==> src/rtl/cnn_pkg.sv <==
// Shared CNN buffer definitions: reader FSM states and default geometry.
// Used by plane_rd_seq and the writer-side plane logic.
package cnn_pkg;

  localparam int DEF_DATA_W     = 16;
  localparam int DEF_ADDR_W     = 16;
  localparam int DEF_PLANE_SIZE = 784;
  localparam int DEF_NUM_PLANES = 4;

  typedef enum logic [1:0] {
    IDLE  = 2'd0,
    READ  = 2'd1,
    DRAIN = 2'd2
  } rd_state_e;

endpackage

==> src/rtl/plane_rd_seq_if.sv <==
// Buffer read port and downstream stream of the plane reader.
// master = plane_rd_seq side, slave = buffer/consumer side.
interface plane_rd_seq_if
  import cnn_pkg::*;
#(
  parameter int DATA_W = DEF_DATA_W,
  parameter int ADDR_W = DEF_ADDR_W
);

  logic              rd_en;
  logic [ADDR_W-1:0] rd_addr;
  logic [DATA_W-1:0] rd_data;
  logic [DATA_W-1:0] out_data;
  logic              out_valid;
  logic              out_ready;
  logic              out_last;

  modport master (
    output rd_en, rd_addr, out_data, out_valid, out_last,
    input  rd_data, out_ready
  );

  modport slave (
    input  rd_en, rd_addr, out_data, out_valid, out_last,
    output rd_data, out_ready
  );

endinterface

==> src/rtl/plane_rd_fifo.sv <==
// 2-entry fall-through FIFO with occupancy output.
// A push into an empty FIFO is visible on dout_o in the same cycle.
module plane_rd_fifo #(
  parameter int W = 17
) (
  input  logic         clk,
  input  logic         rst,
  input  logic         push_i,
  input  logic [W-1:0] din_i,
  input  logic         pop_i,
  output logic [W-1:0] dout_o,
  output logic         valid_o,
  output logic [1:0]   count_o
);

  logic [W-1:0] mem_q [2];
  logic         rptr_q;
  logic         wptr_q;
  logic [1:0]   cnt_q;
  logic         empty;
  logic         wr;
  logic         rd;

  assign empty = (cnt_q == 2'd0);
  // a word pushed and popped while empty bypasses storage entirely
  assign wr    = push_i & ~(empty & pop_i);
  assign rd    = pop_i & ~empty;

  assign dout_o  = empty ? din_i : mem_q[rptr_q];
  assign valid_o = ~empty | push_i;
  assign count_o = cnt_q;

  always_ff @(posedge clk) begin
    if (wr) mem_q[wptr_q] <= din_i;
  end

  always_ff @(posedge clk or posedge rst) begin
    if (rst) begin
      rptr_q <= 1'b0;
      wptr_q <= 1'b0;
      cnt_q  <= 2'd0;
    end else begin
      if (wr) wptr_q <= ~wptr_q;
      if (rd) rptr_q <= ~rptr_q;
      cnt_q <= cnt_q + 2'(wr) - 2'(rd);
    end
  end

endmodule

==> src/rtl/plane_rd_seq.sv <==
// Plane reader: streams a finished R*C plane from the output buffer in raster order.
// Build option PLANE_RD_RELU_EN clamps negative output words to zero.
module plane_rd_seq
  import cnn_pkg::*;
#(
  parameter int DATA_W     = DEF_DATA_W,
  parameter int ADDR_W     = DEF_ADDR_W,
  parameter int PLANE_SIZE = DEF_PLANE_SIZE,
  parameter int NUM_PLANES = DEF_NUM_PLANES
) (
  input  logic           clk,
  input  logic           rst,
  input  logic           plane_rdy,
  plane_rd_seq_if.master bus,
  output logic           busy,
  output logic           overrun
);

  localparam int IDX_W = $clog2(PLANE_SIZE);
  localparam int PL_W  = (NUM_PLANES > 1) ? $clog2(NUM_PLANES) : 1;
  localparam logic [IDX_W-1:0]  IDX_LAST = IDX_W'(PLANE_SIZE - 1);
  localparam logic [PL_W-1:0]   PL_LAST  = PL_W'(NUM_PLANES - 1);
  localparam logic [ADDR_W-1:0] PS_A     = ADDR_W'(PLANE_SIZE);

  rd_state_e         state_q, state_d;
  logic [IDX_W-1:0]  idx_q, idx_d;
  logic [ADDR_W-1:0] base_q, base_d;
  logic [PL_W-1:0]   pl_q, pl_d;
  logic              pending_q, pending_d;
  logic              overrun_q, overrun_d;
  logic              rd_en_q, rd_en_d;
  logic [ADDR_W-1:0] rd_addr_q, rd_addr_d;
  logic              rd_last_q, rd_last_d;
  logic              arr_q, arr_last_q;

  logic [DATA_W:0]   f_dout;
  logic              f_valid;
  logic [1:0]        f_cnt;
  logic              pop;
  logic [1:0]        cnt_nxt;
  logic              can_issue;
  logic              last_xfer;
  logic [DATA_W-1:0] head;

  plane_rd_fifo #(.W(DATA_W + 1)) u_fifo (
    .clk     (clk),
    .rst     (rst),
    .push_i  (arr_q),
    .din_i   ({arr_last_q, bus.rd_data}),
    .pop_i   (pop),
    .dout_o  (f_dout),
    .valid_o (f_valid),
    .count_o (f_cnt)
  );

  assign pop       = f_valid & bus.out_ready;
  assign last_xfer = pop & f_dout[DATA_W];
  // rd_en is registered, so judge the slot against next-cycle occupancy
  assign cnt_nxt   = f_cnt + 2'(arr_q) - 2'(pop);
  assign can_issue = (3'(cnt_nxt) + 3'(rd_en_q)) < 3'd2;

  always_comb begin
    state_d   = state_q;
    idx_d     = idx_q;
    base_d    = base_q;
    pl_d      = pl_q;
    pending_d = pending_q;
    overrun_d = overrun_q;
    rd_en_d   = 1'b0;
    rd_addr_d = rd_addr_q;
    rd_last_d = 1'b0;
    unique case (state_q)
      IDLE: begin
        idx_d = '0;
        if (plane_rdy | pending_q) state_d = READ;
      end
      READ: begin
        if (can_issue) begin
          rd_en_d   = 1'b1;
          rd_addr_d = base_q + ADDR_W'(idx_q);
          rd_last_d = (idx_q == IDX_LAST);
          if (idx_q == IDX_LAST) state_d = DRAIN;
          else idx_d = idx_q + IDX_W'(1);
        end
      end
      DRAIN: begin
        if (last_xfer) begin
          state_d = IDLE;
          if (pl_q == PL_LAST) begin
            base_d = '0;
            pl_d   = '0;
          end else begin
            base_d = base_q + PS_A;
            pl_d   = pl_q + PL_W'(1);
          end
        end
      end
      default: state_d = IDLE;
    endcase
    // IDLE consumes one request; a second one in the same cycle stays queued
    if (state_q == IDLE) begin
      pending_d = pending_q & plane_rdy;
    end else if (plane_rdy) begin
      if (pending_q) overrun_d = 1'b1;
      else pending_d = 1'b1;
    end
  end

  always_ff @(posedge clk or posedge rst) begin
    if (rst) begin
      state_q    <= IDLE;
      idx_q      <= '0;
      base_q     <= '0;
      pl_q       <= '0;
      pending_q  <= 1'b0;
      overrun_q  <= 1'b0;
      rd_en_q    <= 1'b0;
      rd_addr_q  <= '0;
      rd_last_q  <= 1'b0;
      arr_q      <= 1'b0;
      arr_last_q <= 1'b0;
    end else begin
      state_q    <= state_d;
      idx_q      <= idx_d;
      base_q     <= base_d;
      pl_q       <= pl_d;
      pending_q  <= pending_d;
      overrun_q  <= overrun_d;
      rd_en_q    <= rd_en_d;
      rd_addr_q  <= rd_addr_d;
      rd_last_q  <= rd_last_d;
      arr_q      <= rd_en_q;
      arr_last_q <= rd_last_q;
    end
  end

  assign head = f_valid ? f_dout[DATA_W-1:0] : '0;

`ifdef PLANE_RD_RELU_EN
  assign bus.out_data = head[DATA_W-1] ? '0 : head;
`else
  assign bus.out_data = head;
`endif

  assign bus.rd_en     = rd_en_q;
  assign bus.rd_addr   = rd_addr_q;
  assign bus.out_valid = f_valid;
  assign bus.out_last  = f_valid & f_dout[DATA_W];
  assign busy          = (state_q != IDLE);
  assign overrun       = overrun_q;

endmodule

==> src/flat_wrapper.sv <==
// flat-port wrapper written by rule: the top's interface ports become plain ports
module plane_rd_seq_flat import cnn_pkg::*;
#(
  parameter int DATA_W     = DEF_DATA_W,
  parameter int ADDR_W     = DEF_ADDR_W,
  parameter int PLANE_SIZE = DEF_PLANE_SIZE,
  parameter int NUM_PLANES = DEF_NUM_PLANES
)
  (clk, rst, plane_rdy, busy, overrun, bus_rd_en, bus_rd_addr, bus_out_data, bus_out_valid, bus_out_last, bus_rd_data, bus_out_ready);
  plane_rd_seq_if #(.DATA_W(DATA_W), .ADDR_W(ADDR_W)) bus_i ();
  input  logic clk;
  input  logic rst;
  input  logic plane_rdy;
  output logic busy;
  output logic overrun;
  output wire logic [$bits(bus_i.rd_en)-1:0] bus_rd_en;
  output wire logic [$bits(bus_i.rd_addr)-1:0] bus_rd_addr;
  output wire logic [$bits(bus_i.out_data)-1:0] bus_out_data;
  output wire logic [$bits(bus_i.out_valid)-1:0] bus_out_valid;
  output wire logic [$bits(bus_i.out_last)-1:0] bus_out_last;
  input wire logic [$bits(bus_i.rd_data)-1:0] bus_rd_data;
  input wire logic [$bits(bus_i.out_ready)-1:0] bus_out_ready;
  assign bus_rd_en = bus_i.rd_en;
  assign bus_rd_addr = bus_i.rd_addr;
  assign bus_out_data = bus_i.out_data;
  assign bus_out_valid = bus_i.out_valid;
  assign bus_out_last = bus_i.out_last;
  assign bus_i.rd_data = bus_rd_data;
  assign bus_i.out_ready = bus_out_ready;
  plane_rd_seq #(.DATA_W(DATA_W), .ADDR_W(ADDR_W), .PLANE_SIZE(PLANE_SIZE), .NUM_PLANES(NUM_PLANES)) u_core (.clk(clk), .rst(rst), .plane_rdy(plane_rdy), .bus(bus_i), .busy(busy), .overrun(overrun));
endmodule
==> config.mk <==
export PLATFORM = sky130hd
export DESIGN_NAME = plane_rd_seq_flat
export DESIGN_NICKNAME = d
export VERILOG_FILES = /design/src/rtl/cnn_pkg.sv /design/src/rtl/plane_rd_seq_if.sv /design/src/rtl/plane_rd_fifo.sv /design/src/rtl/plane_rd_seq.sv /design/src/flat_wrapper.sv
export SDC_FILE = /design/constraint.sdc
export NUM_CORES = 1
export LEC_CHECK = 0
export BUFFER_PORTS_ARGS = -buffer_cell sky130_fd_sc_hd__buf_2
export CORE_MARGIN = 2
export CORE_UTILIZATION = 57
export DETAILED_ROUTE_END_ITERATION = 6
export PLACE_DENSITY = 0.76
export SYNTH_ARGS = -nofsm -noshare
export SYNTH_HDL_FRONTEND = slang
export SYNTH_SLANG_ARGS = --single-unit
==> constraint.sdc <==
create_clock -name clk -period 3.5 [get_ports clk]
set_clock_uncertainty 0.15 [all_clocks]
set_input_delay 0.7 -clock clk [delete_from_list [all_inputs] [get_ports clk]]
set_output_delay 0.7 -clock clk [all_outputs]
set_load 0.05 [all_outputs]
==> impl_metrics.csv, run 1 <==
group,metric,value,unit
yosys,ys.flop_type,"dfrtp_1",
yosys,synth.area.top_cells,"dfrtp_1 (31%), edfxtp_1 (24%), mux2i_1 (4.7%)",
critical_path,reg2reg_slack,0.59,ns
route,drtIter0Drc,138,
route,wire_per_inst,15.23,um
critical_path,endpoint_kind,"flip-flop",
die,start_util,58.45,%
yosys,syn-instance-count,380,
yosys,synth_top_area_cell,"dfrtp_1",
place,dpl.hpwl,5565,um
clock_tree,clk_pin_slew,0.08,ns
critical_path,crit_fanout,23,
clock_tree,htreeDepth,3,
place,io_buffers,56,
timing,slew_headroom,26.93,%
yosys,synth-async-reset-ratio,60.47,%
critical_path,cp.required,3.58,ns
final_layout,layout_commonest_cell,"buf_2",
clock_tree,cts_setup_buffers,0,
critical_path,cp-start-kind,"flip-flop",
die,die_width,90.01,um
clock_tree,cts_tree,"yes",
worst_hold_path,hp-start,"u_core.rd_last_q",
place,gp_congestion,0.7779,
critical_path,worstSetupStartpoint,"u_core.arr_q",
timing,post-route-min-period,2.908,ns
pwr,p_total,0.004173,W
timing,rsz0062_at_grt,"no",
die,fp.coreArea,7214,um2
timing,fmax,0.3439,GHz
global_route,track_usage,21.12,%
final_layout,layout-drive-gt1-share,21.64,%
timing,finalHoldViolations,0,
final_layout,diodes,0,
yosys,syn_nets,412,
final_layout,area_growth,12.64,%
final_layout,final_cell_mix,"buf_2 (56), dfrtp_1 (52), edfxtp_1 (34)",
clock_tree,cts_buffer_depth,2,
route,drtPass1Iterations,4,
yosys,synth_cell_types,57,
final_layout,num-nets-final,466,
pwr,ir_drop,482.9,uV
global_route,first_global_vias,3081,
flow_run,cap_violations,0,
route,drc,0,
die,die_area,8102,um2
yosys,yosysWarnings,0,
timing,fin_crit_sh,83.08,%
timing,slew_violations,0,
critical_path,arrival,2.98,ns
critical_path,crit-reg2reg-launch,"u_core.arr_q",
global_route,grt_pass1_wl,13960,um
clock_tree,ctsRootBufferMaster,"clkbuf_8",
yosys,ys_ff_latch,86,
yosys,syn-cell-area,4217,um2
clock_tree,cts-resized-gates,0,
timing,setup_violations,0,
route,vias_per_cell,5.937,
critical_path,critical_path_class,"reg -> reg",
yosys,synth_edf_count,34,
global_route,grt_overflow,0,
pwr,leakagePower,1.971,nW
route,drtAntennaViolNets,0,
route,vias,3194,
die,io_pins,57,
route,wl,8196,um
clock_tree,cts_made_buffers,9,
outcome,status,"finished, final reports clean",
yosys,avgSynthCellArea,11.10,um2
global_route,grt_max_degree,53,
worst_hold_path,min_path_type,"reg -> reg",
timing,worst_pin_slew,1.094,ns
die,die_h,90.01,um
die,std_cell_rows,31,
yosys,synth_top_cell_area_share,30.86,%
clock_tree,cts_hold_buf,0,
yosys,synth_seq_area_share,55.07,%
pwr,pwr_density_cell,878.6,nW/um2
global_route,antenna_found_initial,0,
clock_tree,worstSkewPairLatency,0.34,ns
clock_tree,clock_sinks,86,
timing,tns,0,ns
per-layer routing:
layer,part of all wire [%],global-route usage [%],up-vias
li1,-,-,1541
met2,49,35.09,104
met4,1.5,9.359,0
met1,45,27.83,1539
met3,4.8,2.934,10
met5,0,0,-
final cells by class:
class	instances	area (um2)
timing repair buffer	62	325.3
inverter	9	33.78
tap	99	123.9
fill	609	2465
multi-input combinational	266	1784
clock inverter	5	28.78
sequential	86	2322
clock buffer	11	131.4
Yosys cell counts, drive strengths merged (3+ instances only):
library cell	instances
clkbuf	14
inv	9
a221o	4
nand2	32
or2	4
nor3	12
dfrtp	52
nor2	19
xnor2	11
or3	4
mux2i	21
nor4	4
a21oi	17
a31oi	4
ha	12
a211oi	4
nand3	27
o31ai	3
o21ai	28
buf	5
edfxtp	34
nand2b	3
mux2	11
o311ai	4
nor2b	4
logic make-up after synthesis:
group | after synthesis | synth area share (%)
AOI/OAI and AO/OA | 84 | 13.03
and+or+nand+nor | 125 | 14.93
buffers and inverters | 28 | 2.670
xor gates and xnor gates | 12 | 2.493
adders and majority gates | 13 | 3.798
DFF | 86 | 55.07
muxes | 32 | 8.012
critical path, stage by stage, from the launching register on:
cell and delay (ns):
dfrtp_1 0.85, mux2i_1 0.17, ha_1 0.32, nand2_1 0.09, and2_1 0.18, mux2i_1 0.55, nor3_1 0.15, a221o_1 0.33
registers in the layout, summed over array words and instances, names as in the netlist:
register and flops:
u_core.u_fifo.mem_q 34, u_core.bus.rd_addr 16, u_core.base_q 12, u_core.idx_q 10
u_core.pl_q 2, u_core.state_q 2, u_core.u_fifo.count_o 2, u_core.arr_last_q 1
u_core.arr_q 1, u_core.bus.rd_en 1, u_core.overrun 1, u_core.pending_q 1
u_core.rd_last_q 1, u_core.u_fifo.rptr_q 1, u_core.u_fifo.wptr_q 1
worst paths after layout:
path / cells after the start / to
max: 7 / u_core.idx_q[6]
min: 0 / u_core.arr_last_q
max reg2reg: 7 / u_core.idx_q[6]
min reg2reg: 0 / u_core.arr_last_q
max in group asynchronous: 2 / u_core.bus.rd_en
min in group asynchronous: 2 / u_core.bus.rd_addr[11]
power by group:
part / switching (W) / internal, W
sequential: 0.000212 / 0.00133
combinational: 0.00143 / 0.000605
clock: 0.000337 / 0.000254
stage by stage:
stage                     util [%]  area [um2]  setup WS (ns)  std cells  hold WS [ns]
after global routing         65.83        4750         0.3412        538        0.2223
after floorplan                  -        4217         0.4722        380        0.1812
final                        65.83        4750         0.5921        538        0.2080
after detailed placement     63.61        4589         0.4879        522        0.1964
after CTS                    65.83        4750         0.6176        538        0.2118
after global placement       63.61        4589         0.5456        522        0.1830
(Power assumes the default switching activity.)
==> inputs of run 2 (changes only) <==
Settings changed: ABC_AREA from default to 1, CORE_UTILIZATION 57 to 58, PLACE_DENSITY 0.76 to 0.77.
Clock period 3.5 ns to 2.7 ns, I/O delays scaled along.
==> run 2 against run 1 <==
- register-to-register slack worse by 0.11 ns
- worst hold slack worse by 0.17 ns
- die area is 5.0% higher
- combinational power is 45% higher
- worst setup slack worse by 0.35 ns
- count of clock-buffer cells in the layout is 2 lower
- critical path depth is 2 lower
- critical path type is now reg -> out
- largest power group unchanged
==> impl_metrics.csv, run 2 <==
group,metric,value,unit
outcome,status,"finished, final reports clean",
critical_path,endpoint_kind,"output pin",
yosys,synth_top_area_cell,"dfrtp_1",
place,dp_cells,707,
critical_path,critPathTopFamily,"simple AND/OR/NAND/NOR gates",
final_layout,final_cell_mix,"nand2_1 (195), inv_1 (63), nand3_1 (62)",
final_layout,final_util,66.90,%
final_layout,num-nets-final,648,
global_route,grt_use_met2,39.15,%
clock_tree,worstSkewPairLatency,0.36,ns
final_layout,regMostFlops,"u_core.u_fifo.mem_q",
clock_tree,htreeDepth,3,
timing,slew_headroom,43.59,%
clock_tree,clk_pin_slew,0.09,ns
critical_path,worstSetupStartpoint,"u_core.u_fifo.count_o[1]",
place,dpl_cell_area,4910,um2
route,vias,3770,
yosys,synth_cell_types,34,
die,die_h,92.23,um
pwr,comb_power_share,51.6,%
timing,setup_violations,0,
global_route,antenna_found_initial,0,
yosys,synth.top_cells.by_count,"nand2_1 (196), inv_1 (64), nand3_1 (62)",
yosys,ys_ff_latch,86,
route,wl,9391,um
yosys,synth_edf_count,34,
timing,worst_pin_slew,0.8430,ns
timing,slew_violations,0,
yosys,ys.flop_type,"dfrtp_1",
die,start_util,59.03,%
timing,fin_crit_sh,91.16,%
critical_path,slowest_delay,0.41,ns
place,io_buffers,56,
final_layout,layout_commonest_cell,"nand2_1",
yosys,synth-async-reset-ratio,60.47,%
global_route,track_usage,23.37,%
timing,fmax,0.4063,GHz
yosys,synthMostInstantiatedCell,"nand2_1",
final_layout,instances_no_fill,723,
global_route,met3_usage,4.108,%
route,drc,0,
pwr,intPower,0.002872,W
critical_path,critical_path_class,"reg -> out",
global_route,grt_pass1_wl,15810,um
critical_path,crit-reg2reg-launch,"u_core.u_fifo.count_o[1]",
route,drtIter0Drc,191,
yosys,syn-instance-count,555,
pwr,pwr_density_cell,1123,nW/um2
global_route,grt_overflow,0,
clock_tree,clock_sinks,86,
critical_path,arrival,1.77,ns
route,wire_per_inst,12.99,um
yosys,synth.area.top_cells,"dfrtp_1 (29%), edfxtp_1 (23%), nand2_1 (16%)",
global_route,grt_max_degree,22,
pwr,leakagePower,2.630,nW
clock_tree,ctsRootBufferMaster,"clkbuf_8",
worst_hold_path,min_path_type,"in -> async",
timing,rsz0062_at_grt,"no",
place,gp_congestion,0.8842,
pwr,p_sw_share,50.00,%
place,dpl.hpwl,6926,um
global_route,gr-usage-met1,31.46,%
clock_tree,cts_tree,"yes",
timing,tns,0,ns
yosys,synth_top_cell_area_share,28.82,%
global_route,busiest_layer,"met2",
clock_tree,cts_made_buffers,9,
die,std_cell_rows,32,
die,die_area,8505,um2
critical_path,crit_buf_inv,2,
critical_path,path_cells,"nor2_1 > nand2_2 > o211ai_1 > inv_1 > buf_2",
final_layout,largest_reg_flops,34,
timing,finalHoldViolations,0,
timing,post-route-min-period,2.461,ns
die,die_width,92.23,um
flow_run,cap_violations,0,
route,drtPass1Iterations,4,
route,drtAntennaViolNets,0,
pwr,clkPwrFrac,16.1,%
yosys,avgSynthCellArea,8.134,um2
critical_path,cp-start-kind,"flip-flop",
pwr,p_sw,0.002873,W
final_layout,layout-drive-gt1-share,15.30,%
final_layout,diodes,0,
critical_path,cp.required,2.01,ns
die,io_pins,57,
global_route,first_global_vias,3488,
route,vias_per_cell,5.214,
clock_tree,cts_hold_buf,0,
critical_path,critPathCapture,"bus_out_data[1]",
pwr,seqPwrFrac,32.3,%
final_layout,area_growth,13.33,%
die,fp.coreArea,7647,um2
pwr,ir_drop,449.5,uV
yosys,syn_nets,587,
yosys,syn-cell-area,4514,um2
critical_path,r2r_cells,14,
yosys,synth_seq_area_share,51.44,%
yosys,yosysWarnings,0,
clock_tree,cts_buffer_depth,2,
critical_path,reg2reg_slack,0.48,ns
critical_path,reg2reg_to,"u_core.state_q[1]",
critical_path,crit_fanout,17,
critical_path,cp_num_cells,5,
final_layout,fin_area,5116,um2
critical_path,worst_path_max_delay_cell,"dfrtp_1",
final_layout,fill_cells,630,
[run 2: cell count changes in the layout (fill, tap and decap cells not counted), moves of 6 or more]
cell / delta
nor2_1: +23
nand3_1: +35
nor3_1: -10
nand2_1: +163
inv_1: +55
mux2_2: -11
o21ai_1: +7
xnor2_1: -8
xor2_1: +6
o211ai_1: +15
mux2i_1: -19
o21ai_0: -22
[run 2: repair_timing]
action                     in CTS  in global routing
setup buffers                   0                  0
setup endpoints to repair       0                 16
resized for setup               0                  1
[run 2: cells by family after synthesis]
family                     after synthesis  share of synthesized area, %
muxes                                    1                        0.2217
AOI/OAI and AO/OA                       43                         5.848
xor gates and xnor gates                10                         1.940
buffers and inverters                   84                         7.567
adders and majority gates               12                         3.326
and+or+nand+nor                        319                         29.66
DFF                                     86                         51.44
[run 2: worst min path at each step]
stage,start,end,slack (ns),cells after the start
6_report,rst,u_core.bus.rd_addr[10],0.03,2
5_1_grt,rst,u_core.bus.rd_addr[10],0.06,2
3_3_place_gp,u_core.rd_last_q,u_core.arr_last_q,0.18,0
4_1_cts,rst,u_core.bus.rd_addr[10],0.04,2
3_5_place_dp,u_core.rd_last_q,u_core.arr_last_q,0.19,0
2_1_floorplan,u_core.rd_last_q,u_core.arr_last_q,0.18,0
[run 2: cell type report]
class | instances | area (um2) | area share (%)
Tap cell | 102 | 127.6 | 2.494
Sequential cell | 86 | 2322 | 45.39
Timing Repair Buffer | 65 | 347.8 | 6.799
Multi-Input combinational cell | 385 | 1853 | 36.22
Clock buffer | 9 | 123.9 | 2.421
Inverter | 69 | 261.5 | 5.111
Clock inverter | 7 | 80.08 | 1.565
[run 2: per-stage QoR]
| step | power, W | hold slack [ns] | setup WS [ns] |
|---|---|---|---|
| final | 0.005745 | 0.03475 | 0.2388 |
| after global routing | 0.006117 | 0.05641 | 0.1268 |
| after CTS | 0.005781 | 0.04288 | 0.05819 |
| after detailed placement | 0.004855 | 0.1870 | 0.2901 |
| after global placement | 0.004778 | 0.1834 | 0.3994 |
| after floorplan | 0.004206 | 0.1812 | 0.2247 |
[run 2: layer usage]
layer | wire (um) | up-vias | share of wire [%]
met5 | 0 | - | 0
met4 | 113 | 0 | 1.2
met3 | 448 | 9 | 4.8
met2 | 4553 | 96 | 48
met1 | 4275 | 1745 | 46
li1 | - | 1920 | -
[run 2: power by group through the flow]
stage | clock, W | sequential (W) | combinational [W]
after floorplan | 0 | 0.00202 | 0.00219
after global placement | 0 | 0.00187 | 0.00291
after detailed placement | 0 | 0.00188 | 0.00297
after CTS | 0.000944 | 0.00186 | 0.00298
after global routing | 0.000997 | 0.00189 | 0.00323
final | 0.000927 | 0.00186 | 0.00296
==> inputs of run 3 (changes only) <==
Settings changed: CORE_ASPECT_RATIO from default to 1.5, REMOVE_ABC_BUFFERS from default to 1, SYNTH_HIERARCHICAL from default to 1.
==> run 3 against run 2 <==
- sequential power increased by 3%
- critical path depth increased by 9
- register-to-register slack got worse by 0.32 ns
- synthesized cell count increased by 6.5%
- core utilization increased by 1.0 points
- critical path type is now reg -> reg
- largest power group unchanged
==> impl_metrics.csv, run 3 <==
group,metric,value,unit
clock_tree,cts_buffer_depth,2,
pwr,ir_drop,792.6,uV
die,fp.coreArea,7958,um2
route,vias_per_cell,5.117,
clock_tree,cts_tree,"yes",
critical_path,cp-start-kind,"flip-flop",
critical_path,path_cells,"nor2_2 > inv_2 > or2_1 > nand2_1 > inv_2 > ha_1 > inv_1 > ha_1 > nand3b_4 > a21boi_4 > buf_12 > nand2_8 > nand2_1 > o21ai_2",
die,die_area,8924,um2
clock_tree,ctsRootBufferMaster,"clkbuf_16",
critical_path,crit_fanout,24,
yosys,synth_top_area_cell,"dfrtp_1",
critical_path,critPathCapture,"u_core/bus.rd_addr[6]",
yosys,synth.top_cells.by_count,"nand2_1 (214), nor2_1 (89), inv_1 (60)",
critical_path,critPathTopFamily,"simple AND/OR/NAND/NOR gates",
flow_run,cap_violations,0,
yosys,synth_cell_types,38,
place,io_buffers,56,
die,io_pins,57,
timing,slew_headroom,47.82,%
critical_path,crit_buf_inv,4,
final_layout,final_cell_mix,"nand2_1 (214), nor2_1 (89), inv_1 (59)",
yosys,yosysWarnings,6,
route,vias,3904,
critical_path,crit-reg2reg-launch,"u_core/u_fifo/count_o[1]",
die,die_width,77.80,um
die,std_cell_rows,40,
clock_tree,cts_made_buffers,9,
final_layout,multi_input_area,2033,um2
yosys,ys.flop_type,"dfrtp_1",
timing,finalHoldViolations,0,
final_layout,largest_reg_flops,34,
route,drtAntennaViolNets,0,
final_layout,instances_no_fill,763,
final_layout,seq_area,2322,um2
clock_tree,worstSkewPairLatency,0.34,ns
critical_path,endpoint_kind,"flip-flop",
critical_path,cp.required,2.77,ns
global_route,grt_pass1_wl,16610,um
global_route,first_global_vias,3748,
final_layout,diodes,0,
final_layout,area_growth,14.07,%
final_layout,fill_cells,627,
timing,fin_crit_sh,93.97,%
critical_path,reg2reg_slack,0.16,ns
critical_path,reg2reg_to,"u_core/bus.rd_addr[6]",
critical_path,cp_num_cells,14,
worst_hold_path,min_path_type,"reg -> reg",
final_layout,layout_commonest_cell,"nand2_1",
timing,fmax,0.3941,GHz
final_layout,num-nets-final,686,
yosys,avgSynthCellArea,8.017,um2
yosys,synth_edf_count,34,
final_layout,layout-drive-gt1-share,17.48,%
die,die_h,114.7,um
yosys,synth_top_cell_area_share,27.46,%
yosys,synthMostInstantiatedCell,"nand2_1",
outcome,status,"finished, final reports clean",
critical_path,arrival,2.61,ns
final_layout,regMostFlops,"u_core/u_fifo/mem_q",
timing,setup_violations,0,
yosys,synth_seq_area_share,49.01,%
critical_path,worstSetupStartpoint,"u_core/u_fifo/count_o[1]",
pwr,leakagePower,2.827,nW
yosys,ys_ff_latch,86,
place,gp_congestion,0.9130,
yosys,syn-instance-count,591,
die,start_util,59.54,%
critical_path,slowest_delay,0.39,ns
final_layout,final_util,67.92,%
final_layout,fin_area,5405,um2
global_route,grt_overflow,0,
critical_path,critical_path_class,"reg -> reg",
global_route,grt_max_degree,39,
route,drtIter0Drc,179,
clock_tree,clock_sinks,86,
clock_tree,htreeDepth,3,
timing,rsz0062_at_grt,"no",
place,dpl.hpwl,7225,um
global_route,antenna_found_initial,0,
place,dpl_cell_area,5075,um2
timing,worst_pin_slew,0.7816,ns
place,dp_cells,745,
pwr,pwr_density_cell,1245,nW/um2
worst_hold_path,hp-start,"u_core/rd_last_q",
route,drtPass1Iterations,5,
route,wire_per_inst,13.22,um
global_route,track_usage,23.58,%
route,drc,0,
critical_path,worst_path_max_delay_cell,"dfrtp_1",
yosys,synth-async-reset-ratio,60.47,%
yosys,synth.area.top_cells,"dfrtp_1 (27%), edfxtp_1 (22%), nand2_1 (17%)",
pwr,p_total,0.006730,W
critical_path,r2r_cells,14,
yosys,syn-cell-area,4738,um2
clock_tree,clk_pin_slew,0.06,ns
timing,slew_violations,0,
timing,post-route-min-period,2.537,ns
route,wl,10090,um
[run 3: cell count changes after synthesis, moves of 6 or more]
cell and change:
nor2_1 +48, nand3_1 -27, nand2_1 +18, o211ai_1 -17, clkbuf_1 -6, o21ai_2 +6
[run 3: worst min path at each step]
stage                                          end  depth (start not counted)  slack (ns)
after floorplan           u_core/u_fifo/count_o[0]                          1        0.16
final                            u_core/arr_last_q                          0        0.21
after CTS                        u_core/arr_last_q                          0        0.22
after detailed placement         u_core/arr_last_q                          0        0.20
after global placement           u_core/arr_last_q                          0        0.19
after global routing             u_core/arr_last_q                          0        0.23
[run 3: cell families (layout without fill, tap and decap cells)]
family	Yosys count	after routing	synth area share (%)
xor gates and xnor gates	10	10	1.848
adders and majority gates	13	13	3.433
and+or+nand+nor	371	371	33.11
buffers and inverters	84	151	8.450
muxes	2	2	0.4225
AOI/OAI and AO/OA	25	25	3.723
DFF	86	86	49.01
[run 3: metrics by stage]
| step | TNS, ns | setup slack (ns) | hold WS (ns) |
|---|---|---|---|
| global route | 0 | 0.001672 | 0.2300 |
| global placement | 0 | 0.2332 | 0.1860 |
| finish | 0 | 0.1627 | 0.2149 |
| CTS | 0 | 0.1016 | 0.2176 |
| floorplan | -46.09 | -0.8461 | 0.1561 |
| detailed placement | 0 | 0.1258 | 0.1985 |
[run 3: final cells by class]
class                           count  area share (%)
Clock inverter                      6          0.9954
Timing Repair Buffer               67           6.991
Inverter                           68           4.769
Tap cell                          105           2.431
Sequential cell                    86           42.96
Clock buffer                       10           4.236
Multi-Input combinational cell    421           37.62
[run 3: where the power goes]
| part | internal [W] | switching (W) | leakage, nW |
|---|---|---|---|
| logic | 0.000983 | 0.00265 | 1.72 |
| registers | 0.00172 | 0.000187 | 0.962 |
| clock network | 0.000707 | 0.000480 | 0.143 |
[run 3: metal layers]
layer / part of all wire, % / routed length (um) / GRT usage (%) / vias to the layer above
li1: - / - / - / 1968
met1: 39 / 3921 / 25.67 / 1823
met2: 55 / 5531 / 43.62 / 92
met3: 3.8 / 388 / 4.180 / 21
met4: 2.4 / 246 / 11.67 / 0
met5: 0 / 0 / 0 / -
[run 3: repair_timing]
| action | in CTS | in global routing |
|---|---|---|
| hold endpoints to repair | 4 | 0 |
| gates resized for setup | 0 | 2 |
| endpoints found under the setup margin | 0 | 24 |
| hold buffers | 1 | 0 |
| buffers inserted | 0 | 1 |
